==> src/rtl/wb_stage_pkg.sv <==
// Shared definitions for the write-back stage: the MEM->WB bus layout,
// CP0 register addresses, CP0 write masks and exception constants.
package wb_stage_pkg;

  localparam int BUS_W = 118;

  // Bit offsets of the MEM->WB bus fields (LSB of each field)
  localparam int OFS_RF_WEN     = 117;
  localparam int OFS_RF_WDEST   = 112;
  localparam int OFS_MEM_RESULT = 80;
  localparam int OFS_LO_RESULT  = 48;
  localparam int OFS_HI_WRITE   = 47;
  localparam int OFS_LO_WRITE   = 46;
  localparam int OFS_MFHI       = 45;
  localparam int OFS_MFLO       = 44;
  localparam int OFS_MTC0       = 43;
  localparam int OFS_MFC0       = 42;
  localparam int OFS_CP0R_ADDR  = 34;
  localparam int OFS_SYSCALL    = 33;
  localparam int OFS_ERET       = 32;
  localparam int OFS_PC         = 0;

  // Field order mirrors the bus, MSB first
  typedef struct packed {
    logic        rf_wen;
    logic [4:0]  rf_wdest;
    logic [31:0] mem_result;
    logic [31:0] lo_result;
    logic        hi_write;
    logic        lo_write;
    logic        mfhi;
    logic        mflo;
    logic        mtc0;
    logic        mfc0;
    logic [7:0]  cp0r_addr;
    logic        syscall;
    logic        eret;
    logic [31:0] pc;
  } mem_wb_bus_t;

  // CP0 addresses are {rd[4:0], sel[2:0]}
  localparam logic [7:0] CP0_STATUS = {5'd12, 3'd0};
  localparam logic [7:0] CP0_CAUSE  = {5'd13, 3'd0};
  localparam logic [7:0] CP0_EPC    = {5'd14, 3'd0};

  localparam logic [31:0] STATUS_WMASK = 32'h0000_FF03;
  localparam logic [31:0] CAUSE_WMASK  = 32'h0000_0300;

  localparam logic [31:0] EXC_ENTER_ADDR = 32'h0000_0000;
  localparam logic [4:0]  EXC_SYS        = 5'd8;

endpackage

==> src/rtl/wb_stage_if.sv <==
// Write-back stage bus interface.
// Inputs to the stage : WB_valid, MEM_WB_bus_r
// Outputs of the stage: register-file write port, WB_over/WB_wdest,
//                       exception redirect, and display values.
interface wb_stage_if;
  import wb_stage_pkg::*;

  logic             WB_valid;
  logic [BUS_W-1:0] MEM_WB_bus_r;

  logic             rf_wen;
  logic [4:0]       rf_wdest;
  logic [31:0]      rf_wdata;
  logic             WB_over;
  logic [4:0]       WB_wdest;
  logic             exc_valid;
  logic [31:0]      exc_pc;
  logic             cancel;
  logic [31:0]      WB_pc;
  logic [31:0]      HI_data;
  logic [31:0]      LO_data;
  logic [31:0]      cp0r_status;
  logic [31:0]      cp0r_cause;
  logic [31:0]      cp0r_epc;

  modport master (
    output WB_valid, MEM_WB_bus_r,
    input  rf_wen, rf_wdest, rf_wdata, WB_over, WB_wdest, exc_valid, exc_pc,
           cancel, WB_pc, HI_data, LO_data, cp0r_status, cp0r_cause, cp0r_epc
  );

  modport slave (
    input  WB_valid, MEM_WB_bus_r,
    output rf_wen, rf_wdest, rf_wdata, WB_over, WB_wdest, exc_valid, exc_pc,
           cancel, WB_pc, HI_data, LO_data, cp0r_status, cp0r_cause, cp0r_epc
  );
endinterface

==> src/rtl/wb_stage_cp0_regs.sv <==
// CP0 register file (STATUS, CAUSE, EPC) for the write-back stage.
// Ports: clk/reset; valid_i qualifies mtc0_i/syscall_i/eret_i;
// addr_i selects the register for mtc0 writes and for rdata_o;
// wdata_i is the mtc0 data; pc_i is the syscall PC saved into EPC;
// status_o/cause_o/epc_o expose the current register values.
module cp0_regs
  import wb_stage_pkg::*;
(
  input  logic        clk,
  input  logic        reset,
  input  logic        valid_i,
  input  logic        mtc0_i,
  input  logic        syscall_i,
  input  logic        eret_i,
  input  logic [7:0]  addr_i,
  input  logic [31:0] wdata_i,
  input  logic [31:0] pc_i,
  output logic [31:0] rdata_o,
  output logic [31:0] status_o,
  output logic [31:0] cause_o,
  output logic [31:0] epc_o
);

  logic [31:0] status_q, status_d;
  logic [31:0] cause_q,  cause_d;
  logic [31:0] epc_q,    epc_d;

  always_comb begin
    status_d = status_q;
    cause_d  = cause_q;
    epc_d    = epc_q;
    if (valid_i) begin
      if (mtc0_i) begin
        case (addr_i)
          CP0_STATUS: status_d = wdata_i & STATUS_WMASK;
          // ExcCode bits are not software-writable and must survive the write
          CP0_CAUSE:  cause_d  = (cause_q & ~CAUSE_WMASK) | (wdata_i & CAUSE_WMASK);
          CP0_EPC:    epc_d    = wdata_i;
          default:    ;
        endcase
      end
      // Exception updates win over a same-instruction mtc0
      if (syscall_i) begin
        status_d[1]   = 1'b1;
        cause_d[6:2]  = EXC_SYS;
        epc_d         = pc_i;
      end
      if (eret_i) begin
        status_d[1] = 1'b0;
      end
    end
  end

  always_ff @(posedge clk) begin
    if (reset) begin
      status_q <= 32'h0;
      cause_q  <= 32'h0;
      epc_q    <= 32'h0;
    end else begin
      status_q <= status_d;
      cause_q  <= cause_d;
      epc_q    <= epc_d;
    end
  end

  always_comb begin
    case (addr_i)
      CP0_STATUS: rdata_o = status_q;
      CP0_CAUSE:  rdata_o = cause_q;
      CP0_EPC:    rdata_o = epc_q;
      default:    rdata_o = 32'h0;
    endcase
  end

  assign status_o = status_q;
  assign cause_o  = cause_q;
  assign epc_o    = epc_q;

endmodule

==> src/rtl/wb_stage.sv <==
// Write-back stage: drives the register-file write port, owns HI/LO,
// hosts the CP0 registers and raises syscall/eret redirects.
// Ports: clk, reset (sync, active-high); wb (wb_stage_if.slave) carries
// WB_valid and the MEM->WB bus in, and all stage outputs out.
module wb_stage
  import wb_stage_pkg::*;
(
  input  logic         clk,
  input  logic         reset,
  wb_stage_if.slave    wb
);

  mem_wb_bus_t bus;
  assign bus = mem_wb_bus_t'(wb.MEM_WB_bus_r);

  logic [31:0] hi_q, hi_d;
  logic [31:0] lo_q, lo_d;
  logic [31:0] cp0_rdata;
  logic [31:0] epc;
  logic        exc;

  always_comb begin
    hi_d = hi_q;
    lo_d = lo_q;
    if (wb.WB_valid && bus.hi_write) hi_d = bus.mem_result;
    if (wb.WB_valid && bus.lo_write) lo_d = bus.lo_result;
  end

  always_ff @(posedge clk) begin
    if (reset) begin
      hi_q <= 32'h0;
      lo_q <= 32'h0;
    end else begin
      hi_q <= hi_d;
      lo_q <= lo_d;
    end
  end

  cp0_regs u_cp0 (
    .clk       (clk),
    .reset     (reset),
    .valid_i   (wb.WB_valid),
    .mtc0_i    (bus.mtc0),
    .syscall_i (bus.syscall),
    .eret_i    (bus.eret),
    .addr_i    (bus.cp0r_addr),
    .wdata_i   (bus.mem_result),
    .pc_i      (bus.pc),
    .rdata_o   (cp0_rdata),
    .status_o  (wb.cp0r_status),
    .cause_o   (wb.cp0r_cause),
    .epc_o     (epc)
  );

  assign exc = wb.WB_valid & (bus.syscall | bus.eret);

  // mfhi/mflo read the pre-edge register value, so select from *_q
  always_comb begin
    if (bus.mfhi)      wb.rf_wdata = hi_q;
    else if (bus.mflo) wb.rf_wdata = lo_q;
    else if (bus.mfc0) wb.rf_wdata = cp0_rdata;
    else               wb.rf_wdata = bus.mem_result;
  end

  assign wb.rf_wen      = bus.rf_wen & wb.WB_valid & ~(bus.syscall | bus.eret);
  assign wb.rf_wdest    = bus.rf_wdest;
  assign wb.WB_over     = wb.WB_valid;
  assign wb.WB_wdest    = wb.WB_valid ? bus.rf_wdest : 5'd0;
  assign wb.exc_valid   = exc;
  assign wb.cancel      = exc;
  assign wb.exc_pc      = bus.syscall ? EXC_ENTER_ADDR : epc;
  assign wb.WB_pc       = bus.pc;
  assign wb.HI_data     = hi_q;
  assign wb.LO_data     = lo_q;
  assign wb.cp0r_epc    = epc;

endmodule

==> src/flat_wrapper.sv <==
// flat-port wrapper written by rule: the top's interface ports become plain ports
module wb_stage_flat import wb_stage_pkg::*;
  (clk, reset, wb_WB_valid, wb_MEM_WB_bus_r, wb_rf_wen, wb_rf_wdest, wb_rf_wdata, wb_WB_over, wb_WB_wdest, wb_exc_valid, wb_exc_pc, wb_cancel, wb_WB_pc, wb_HI_data, wb_LO_data, wb_cp0r_status, wb_cp0r_cause, wb_cp0r_epc);
  wb_stage_if wb_i ();
  input  logic clk;
  input  logic reset;
  input wire logic [$bits(wb_i.WB_valid)-1:0] wb_WB_valid;
  input wire logic [$bits(wb_i.MEM_WB_bus_r)-1:0] wb_MEM_WB_bus_r;
  output wire logic [$bits(wb_i.rf_wen)-1:0] wb_rf_wen;
  output wire logic [$bits(wb_i.rf_wdest)-1:0] wb_rf_wdest;
  output wire logic [$bits(wb_i.rf_wdata)-1:0] wb_rf_wdata;
  output wire logic [$bits(wb_i.WB_over)-1:0] wb_WB_over;
  output wire logic [$bits(wb_i.WB_wdest)-1:0] wb_WB_wdest;
  output wire logic [$bits(wb_i.exc_valid)-1:0] wb_exc_valid;
  output wire logic [$bits(wb_i.exc_pc)-1:0] wb_exc_pc;
  output wire logic [$bits(wb_i.cancel)-1:0] wb_cancel;
  output wire logic [$bits(wb_i.WB_pc)-1:0] wb_WB_pc;
  output wire logic [$bits(wb_i.HI_data)-1:0] wb_HI_data;
  output wire logic [$bits(wb_i.LO_data)-1:0] wb_LO_data;
  output wire logic [$bits(wb_i.cp0r_status)-1:0] wb_cp0r_status;
  output wire logic [$bits(wb_i.cp0r_cause)-1:0] wb_cp0r_cause;
  output wire logic [$bits(wb_i.cp0r_epc)-1:0] wb_cp0r_epc;
  assign wb_i.WB_valid = wb_WB_valid;
  assign wb_i.MEM_WB_bus_r = wb_MEM_WB_bus_r;
  assign wb_rf_wen = wb_i.rf_wen;
  assign wb_rf_wdest = wb_i.rf_wdest;
  assign wb_rf_wdata = wb_i.rf_wdata;
  assign wb_WB_over = wb_i.WB_over;
  assign wb_WB_wdest = wb_i.WB_wdest;
  assign wb_exc_valid = wb_i.exc_valid;
  assign wb_exc_pc = wb_i.exc_pc;
  assign wb_cancel = wb_i.cancel;
  assign wb_WB_pc = wb_i.WB_pc;
  assign wb_HI_data = wb_i.HI_data;
  assign wb_LO_data = wb_i.LO_data;
  assign wb_cp0r_status = wb_i.cp0r_status;
  assign wb_cp0r_cause = wb_i.cp0r_cause;
  assign wb_cp0r_epc = wb_i.cp0r_epc;
  wb_stage u_core (.clk(clk), .reset(reset), .wb(wb_i));
endmodule
==> config.mk <==
export PLATFORM = sky130hd
export DESIGN_NAME = wb_stage_flat
export DESIGN_NICKNAME = d
export VERILOG_FILES = /design/src/rtl/wb_stage_pkg.sv /design/src/rtl/wb_stage_if.sv /design/src/rtl/wb_stage_cp0_regs.sv /design/src/rtl/wb_stage.sv /design/src/flat_wrapper.sv
export SDC_FILE = /design/constraint.sdc
export NUM_CORES = 1
export LEC_CHECK = 0
export CAP_MARGIN = 20
export CELL_PAD_IN_SITES_DETAIL_PLACEMENT = 1
export CELL_PAD_IN_SITES_GLOBAL_PLACEMENT = 2
export CORE_MARGIN = 5
export CORE_UTILIZATION = 24
export CTS_CLUSTER_DIAMETER = 50
export DETAILED_ROUTE_END_ITERATION = 10
export PLACE_DENSITY_LB_ADDON = 0.1
export SYNTH_ARGS = -nofsm -noshare
export SYNTH_HDL_FRONTEND = slang
export SYNTH_HIERARCHICAL = 1
export SYNTH_SLANG_ARGS = --single-unit
==> constraint.sdc <==
create_clock -name clk -period 6.25 [get_ports clk]
set_input_delay 1.875 -clock clk [delete_from_list [all_inputs] [get_ports clk]]
set_output_delay 1.875 -clock clk [all_outputs]
set_load 0.1 [all_outputs]
==> flow_summary.json, run 1 <==
{
  "wire_per_inst_um": 23.6,
  "vias": 7469,
  "r2r_setup_slack_ns": 5.26,
  "cp_data_required_time_ns": 4.38,
  "critPathKind": "in -> out",
  "ys_ff_latch": 109,
  "seq_area_um2": 2180,
  "die-area_um2": 34900,
  "gp_congestion": 0.765,
  "cts_setup_buffers": 0,
  "antenna_found_initial": 1,
  "fin_nets": 1234,
  "synth_area_leaders": "dfxtp_1 29%, buf_4 10%, a21bo_2 8.5%, a221oi_2 6.0%, mux2i_1 5.7%",
  "drc": 0,
  "r2r-end": "u_core/u_cp0/epc_o[24]",
  "hold_depth": 2,
  "die_w_um": 187,
  "arrival_ns": 4.12,
  "multiInputGateArea_um2": 4560,
  "max_stage_delay_ns": 0.58,
  "syn_area_um2": 7490,
  "finClkSkew_ns": 0,
  "path_common_cell": "buf_12",
  "min_period_ns": 5.99,
  "cts.clk_slew.worst_paths_ns": 0.09,
  "dp_hpwl_um": 26800,
  "grt_max_degree": 91,
  "layout-drive-gt1-share": 0.235,
  "max_freq_mhz": 167,
  "path_buf_inv": 3,
  "dpl_worst_slack_ns": 0.253,
  "dieHeight_um": 187,
  "min_period_over_period": 0.959,
  "worst_ir_drop_vdd_uv": 140,
  "yosysWarnings": 6,
  "relSlewSlack": 0.243,
  "initial_core_util": 0.244,
  "status": "finished, final reports clean",
  "post-route-worst-setup-slack_ns": 0.257,
  "ctsResizeCount": 0,
  "path_delay_family": "simple AND/OR/NAND/NOR gates",
  "num_io_pins": 391,
  "viasPerCell": 4.93,
  "areaGrowthSynthToFinish_pct": 52.1,
  "final_antenna_net_count": 0,
  "yosysUniqueCellTypes": 44,
  "min_to": "u_core/u_cp0/status_o[13]",
  "cts_tree": "done",
  "grt_overflow": 0,
  "rr_startpoint": "u_core/u_cp0/epc_o[24]",
  "p_leak_nw": 4.20,
  "synth_largest_area_cell": "dfxtp_1",
  "grt_setup_unrepaired": "no",
  "synth_top_cell_area_share": 0.291,
  "track_usage": 0.196,
  "grt_pass1_wl_um": 53600,
  "dpl-instance-area_um2": 11100,
  "setup_viol": 0,
  "holdCritPathClass": "reg -> reg",
  "cts_max_level": 3,
  "first_global_vias": 7813,
  "timing.final.hold_violations": 0,
  "yosysSeqAreaShare": 0.291,
  "core_um2": 30700,
  "cp-end-kind": "output pin",
  "tightest_slew_ns": 1.14,
  "drt-pass1-iter-count": 4,
  "synthCells": 868,
  "holdWs_ns": 0.482,
  "clock_latency_ns": 0.35,
  "start_kind": "primary input",
  "cp_max_fo": 32,
  "reg2reg_depth": 2,
  "clock_path_buffers": 2,
  "cts.hold.buffers_added": 0,
  "cp_slowest_cell": "or4_4",
  "clockRootBuffer": "clkbuf_16",
  "port-buffer-count": 339,
  "maxCapViolCount": 0,
  "holdCritStartpoint": "u_core/u_cp0/status_o[13]",
  "cts.sinks": 109,
  "numCtsBuffers": 9,
  "drt_wl_total_um": 35800,
  "startpoint": "wb_MEM_WB_bus_r[37]",
  "cp_cell_sequence": "clkdlybuf4s50_1 > or4_4 > nor2_4 > buf_12 > and2_1 > mux2i_1 > a221oi_4 > buf_12",
  "power.density_nw_per_um2": 231,
  "fill_cells": 3541,
  "antenna_cells": 0,
  "postSynthAreaPerCell_um2": 8.63,
  "row_count": 64,
  "final_area_um2": 11400,
  "first_iter_violations": 347,
  "drv_slew": 0
}
==> power by group <==
part	switching, mW	internal [mW]
Sequential	0.0359	0.725
Clock	0.317	0.323
Combinational	0.906	0.320
==> worst max path at each step <==
stage / end / slack [ns] / depth (start not counted)
after global placement: wb_rf_wdata[30] / 0.26 / 8
after floorplan: wb_rf_wdata[31] / -0.09 / 7
final: wb_rf_wdata[20] / 0.26 / 8
after global routing: wb_rf_wdata[5] / 0.19 / 8
after detailed placement: wb_rf_wdata[5] / 0.25 / 8
after CTS: wb_rf_wdata[5] / 0.25 / 8
==> synthesized netlist by cell type (all sizes together) <==
master  number
buf        149
dfxtp      109
a21oi       67
a21bo       64
nand3       64
mux2i       43
nor2        36
a221oi      32
clkbuf      32
inv         32
nor2b       32
nor3b       32
a211oi      31
nor4        31
o221ai      31
and2        26
nand2       23
a22o         8
nor3         3
o21a         3
a221o        2
and3         2
nor4b        2
or4          2
a32o         1
clkinv       1
conb         1
nand3b       1
nand4        1
nand4b       1
nor4bb       1
o21ai        1
o311a        1
o31a         1
or2          1
or4bb        1
==> area by class of cell <==
type / count / area share
clock buffer: 9 / 0.0198
inverter: 33 / 0.0109
clock inverter: 7 / 0.00790
sequential: 109 / 0.191
multi-input combinational: 595 / 0.400
timing repair buffer: 365 / 0.327
tap: 396 / 0.0435
==> metrics by stage <==
step	setup TNS (ns)	cells	utilization	power, mW
after floorplan	-0.0857	918	-	1.70
after global placement	0	1497	0.360	2.01
after detailed placement	0	1498	0.360	2.01
after CTS	0	1514	0.371	2.67
after global routing	0	1514	0.371	2.72
final	0	1514	0.371	2.63
==> kinds of logic after synthesis <==
kind of cell,count (synthesis),share of synthesized area
buf+inv,214,0.176
simple gates,259,0.195
flops,109,0.291
compound gates,242,0.280
other cells,1,0.000500
mux,43,0.0574
==> state kept, by name, indices dropped and copies added (netlist names) <==
signal                 cells
u_core/wb.HI_data         32
u_core/wb.LO_data         32
u_core/u_cp0/status_o     10
u_core/u_cp0/cause_o       3
u_core/u_cp0/epc_o        32
==> worst reg2reg max path, stage by stage, from the launching register on <==
cell	delay, ns
dfxtp_1	0.50
o221ai_1	0.16
a211oi_1	0.25
==> metal layers <==
metal	track usage	wire, µm	vias to the layer above
met5	0	7	-
met4	0.0370	459	2
met3	0.0570	2480	27
met2	0.327	16900	277
met1	0.254	15900	3658
li1	-	-	3505
==> placed cells by master, fill, tap and decap left out, types with 2 or more instances in the layout <==
cell type	instances
clkdlybuf4s50_1	222
dfxtp_1	109
buf_4	102
a21oi_1	67
nand3_1	64
a21bo_2	64
conb_1	51
mux2i_1	43
buf_12	35
nor2_1	34
inv_1	32
nor3b_1	32
nor2b_1	32
a221oi_4	31
o221ai_1	31
nor4_1	31
a211oi_1	30
and2_1	26
nand2_1	22
clkbuf_16	9
a22o_1	8
buf_2	5
clkinv_4	3
inv_8	3
o21a_1	3
nor2_4	2
nor3_1	2
nor4b_1	2
and3_1	2
a221o_1	2
Power figures use the tool's default switching activity.
==> run 2, diff against run 1 <==
--- a/config.mk
+++ b/config.mk
@@ -12,8 +12,10 @@
 export CORE_UTILIZATION = 24
 export CTS_CLUSTER_DIAMETER = 50
 export DETAILED_ROUTE_END_ITERATION = 10
+export GPL_TIMING_DRIVEN = 0
 export PLACE_DENSITY_LB_ADDON = 0.1
 export SYNTH_ARGS = -nofsm -noshare
 export SYNTH_HDL_FRONTEND = slang
 export SYNTH_HIERARCHICAL = 1
 export SYNTH_SLANG_ARGS = --single-unit
+export TNS_END_PERCENT = 1
==> run 2 against run 1 <==
- count of clock-buffer cells in the layout is 2 higher
- critical endpoint is now wb_exc_pc[22]
- highest routed layer unchanged
- largest power group unchanged
- cell count rose by 10%
- via count rose by 6.1%
- flip-flop and latch count unchanged
- largest cell class is now non-clock buffers
- critical path type unchanged
==> flow_summary.json, run 2 (synthesized netlist as in run 1, its figures left out) <==
{
  "grt_pass1_wl_um": 55200,
  "worst_ir_drop_vdd_uv": 113,
  "vias": 7926,
  "start_kind": "primary input",
  "min_period_ns": 6.17,
  "num_io_pins": 391,
  "antenna_cells": 0,
  "cts.clk_slew.worst_paths_ns": 0.08,
  "grt_max_degree": 18,
  "drc": 0,
  "cts.sinks": 109,
  "first_global_vias": 8508,
  "drt_wl_total_um": 36400,
  "viasPerCell": 4.75,
  "core_um2": 30700,
  "areaGrowthSynthToFinish_pct": 58.7,
  "place_inst": 1649,
  "cp_data_required_time_ns": 4.38,
  "drt-pass1-iter-count": 6,
  "layout-drive-gt1-share": 0.233,
  "track_usage": 0.202,
  "setup_viol": 0,
  "critPathKind": "in -> out",
  "port-buffer-count": 335,
  "clockRootBuffer": "clkbuf_16",
  "layoutNonFillerInstCount": 1667,
  "p_leak_nw": 4.61,
  "fin_nets": 1388,
  "mostFrequentLayoutCells": "292 x clkdlybuf4s50_1, 119 x buf_4, 109 x dfxtp_1",
  "dieHeight_um": 187,
  "grt_overflow": 0,
  "clock_path_buffers": 2,
  "layout_commonest_cell": "clkdlybuf4s50_1",
  "drv_slew": 0,
  "finClkSkew_ns": 0,
  "initial_core_util": 0.244,
  "maxCapViolCount": 0,
  "die-area_um2": 34900,
  "holdWs_ns": 0.482,
  "wire_per_inst_um": 21.9,
  "antenna_found_initial": 1,
  "cp-end-kind": "output pin",
  "clock_latency_ns": 0.36,
  "fill_cells": 3665,
  "cts.hold.buffers_added": 0,
  "grt_setup_unrepaired": "yes",
  "multiInputGateArea_um2": 4210,
  "max_freq_mhz": 162,
  "tightest_slew_ns": 1.07,
  "holdCritPathClass": "reg -> reg",
  "cts_max_level": 3,
  "dp_hpwl_um": 30000,
  "cp_max_fo": 10,
  "cts_tree": "done",
  "seq_area_um2": 2180,
  "final_antenna_net_count": 0,
  "numCtsBuffers": 9,
  "power.density_nw_per_um2": 214,
  "die_w_um": 187,
  "relSlewSlack": 0.286,
  "min_period_over_period": 0.987,
  "arrival_ns": 4.29,
  "total_power_mw": 2.54,
  "first_iter_violations": 295,
  "timing.final.hold_violations": 0,
  "reg2reg_depth": 2,
  "row_count": 64,
  "gp_congestion": 0.786,
  "status": "finished, final reports clean",
  "hold_depth": 2
}
==> run 2: cell count changes in the layout (fill, tap and decap cells not counted), sizes merged, moves of 3 or more <==
cell and delta:
clkbuf +32, buf +44, clkdlybuf4s50 +70, inv -3, dlymetal6s2s +9
==> run 2: where the power goes <==
part	internal [mW]	leakage, nW	switching (mW)
combinational	0.318	3.59	0.892
sequential	0.725	0.891	0.0339
clock	0.283	0.132	0.289
total	1.33	4.61	1.21
==> run 2: what timing repair did <==
item | 4_1_cts | 5_1_grt
resized for setup | 212 | 25
setup buffers | 0 | 3
pin swaps | 0 | 3
setup endpoints to repair | 44 | 41
endpoints found under the hold margin | 0 | 0
==> run 2: worst max-delay path, stage by stage <==
cell and delay, ns:
clkdlybuf4s50_1 0.64, clkbuf_2 0.41, nor2b_1 0.18, clkdlybuf4s50_1 1.18
==> run 2: layout make-up <==
cell class	instances	area share
multi-input combinational	595	0.354
timing repair buffer	338	0.284
sequential	109	0.184
buffer	181	0.103
tap	396	0.0417
clock buffer	11	0.0204
inverter	33	0.0104
clock inverter	4	0.00284
==> run 2: routing by layer <==
layer,track usage,vias to the layer above,wire length (µm)
met4,0.0378,2,390
met3,0.0585,21,2590
li1,-,3821,-
met5,0,-,13
met1,0.256,3805,15800
met2,0.345,277,17600
==> run 2: worst paths after layout <==
| path | slack [ns] | from | to |
|---|---|---|---|
| hold reg to reg | 0.48 | u_core/u_cp0/status_o[10] | u_core/u_cp0/status_o[10] |
| setup reg to reg | 5.34 | u_core/u_cp0/epc_o[16] | u_core/u_cp0/epc_o[16] |
| setup / recovery | 0.08 | wb_MEM_WB_bus_r[33] | wb_exc_pc[22] |
| hold / removal | 0.48 | u_core/u_cp0/status_o[10] | u_core/u_cp0/status_o[10] |
==> run 2: stage by stage <==
stage	util	setup WS, ns	TNS (ns)	instance area, µm²
after global routing	0.387	-0.0307	-0.0487	11900
final	0.387	0.0831	0	11900
after detailed placement	0.376	-1.25	-36.39	11600
after global placement	0.376	-1.24	-35.26	11600
after CTS	0.384	-0.0126	-0.0202	11800
after floorplan	-	-0.0857	-2.45	7700
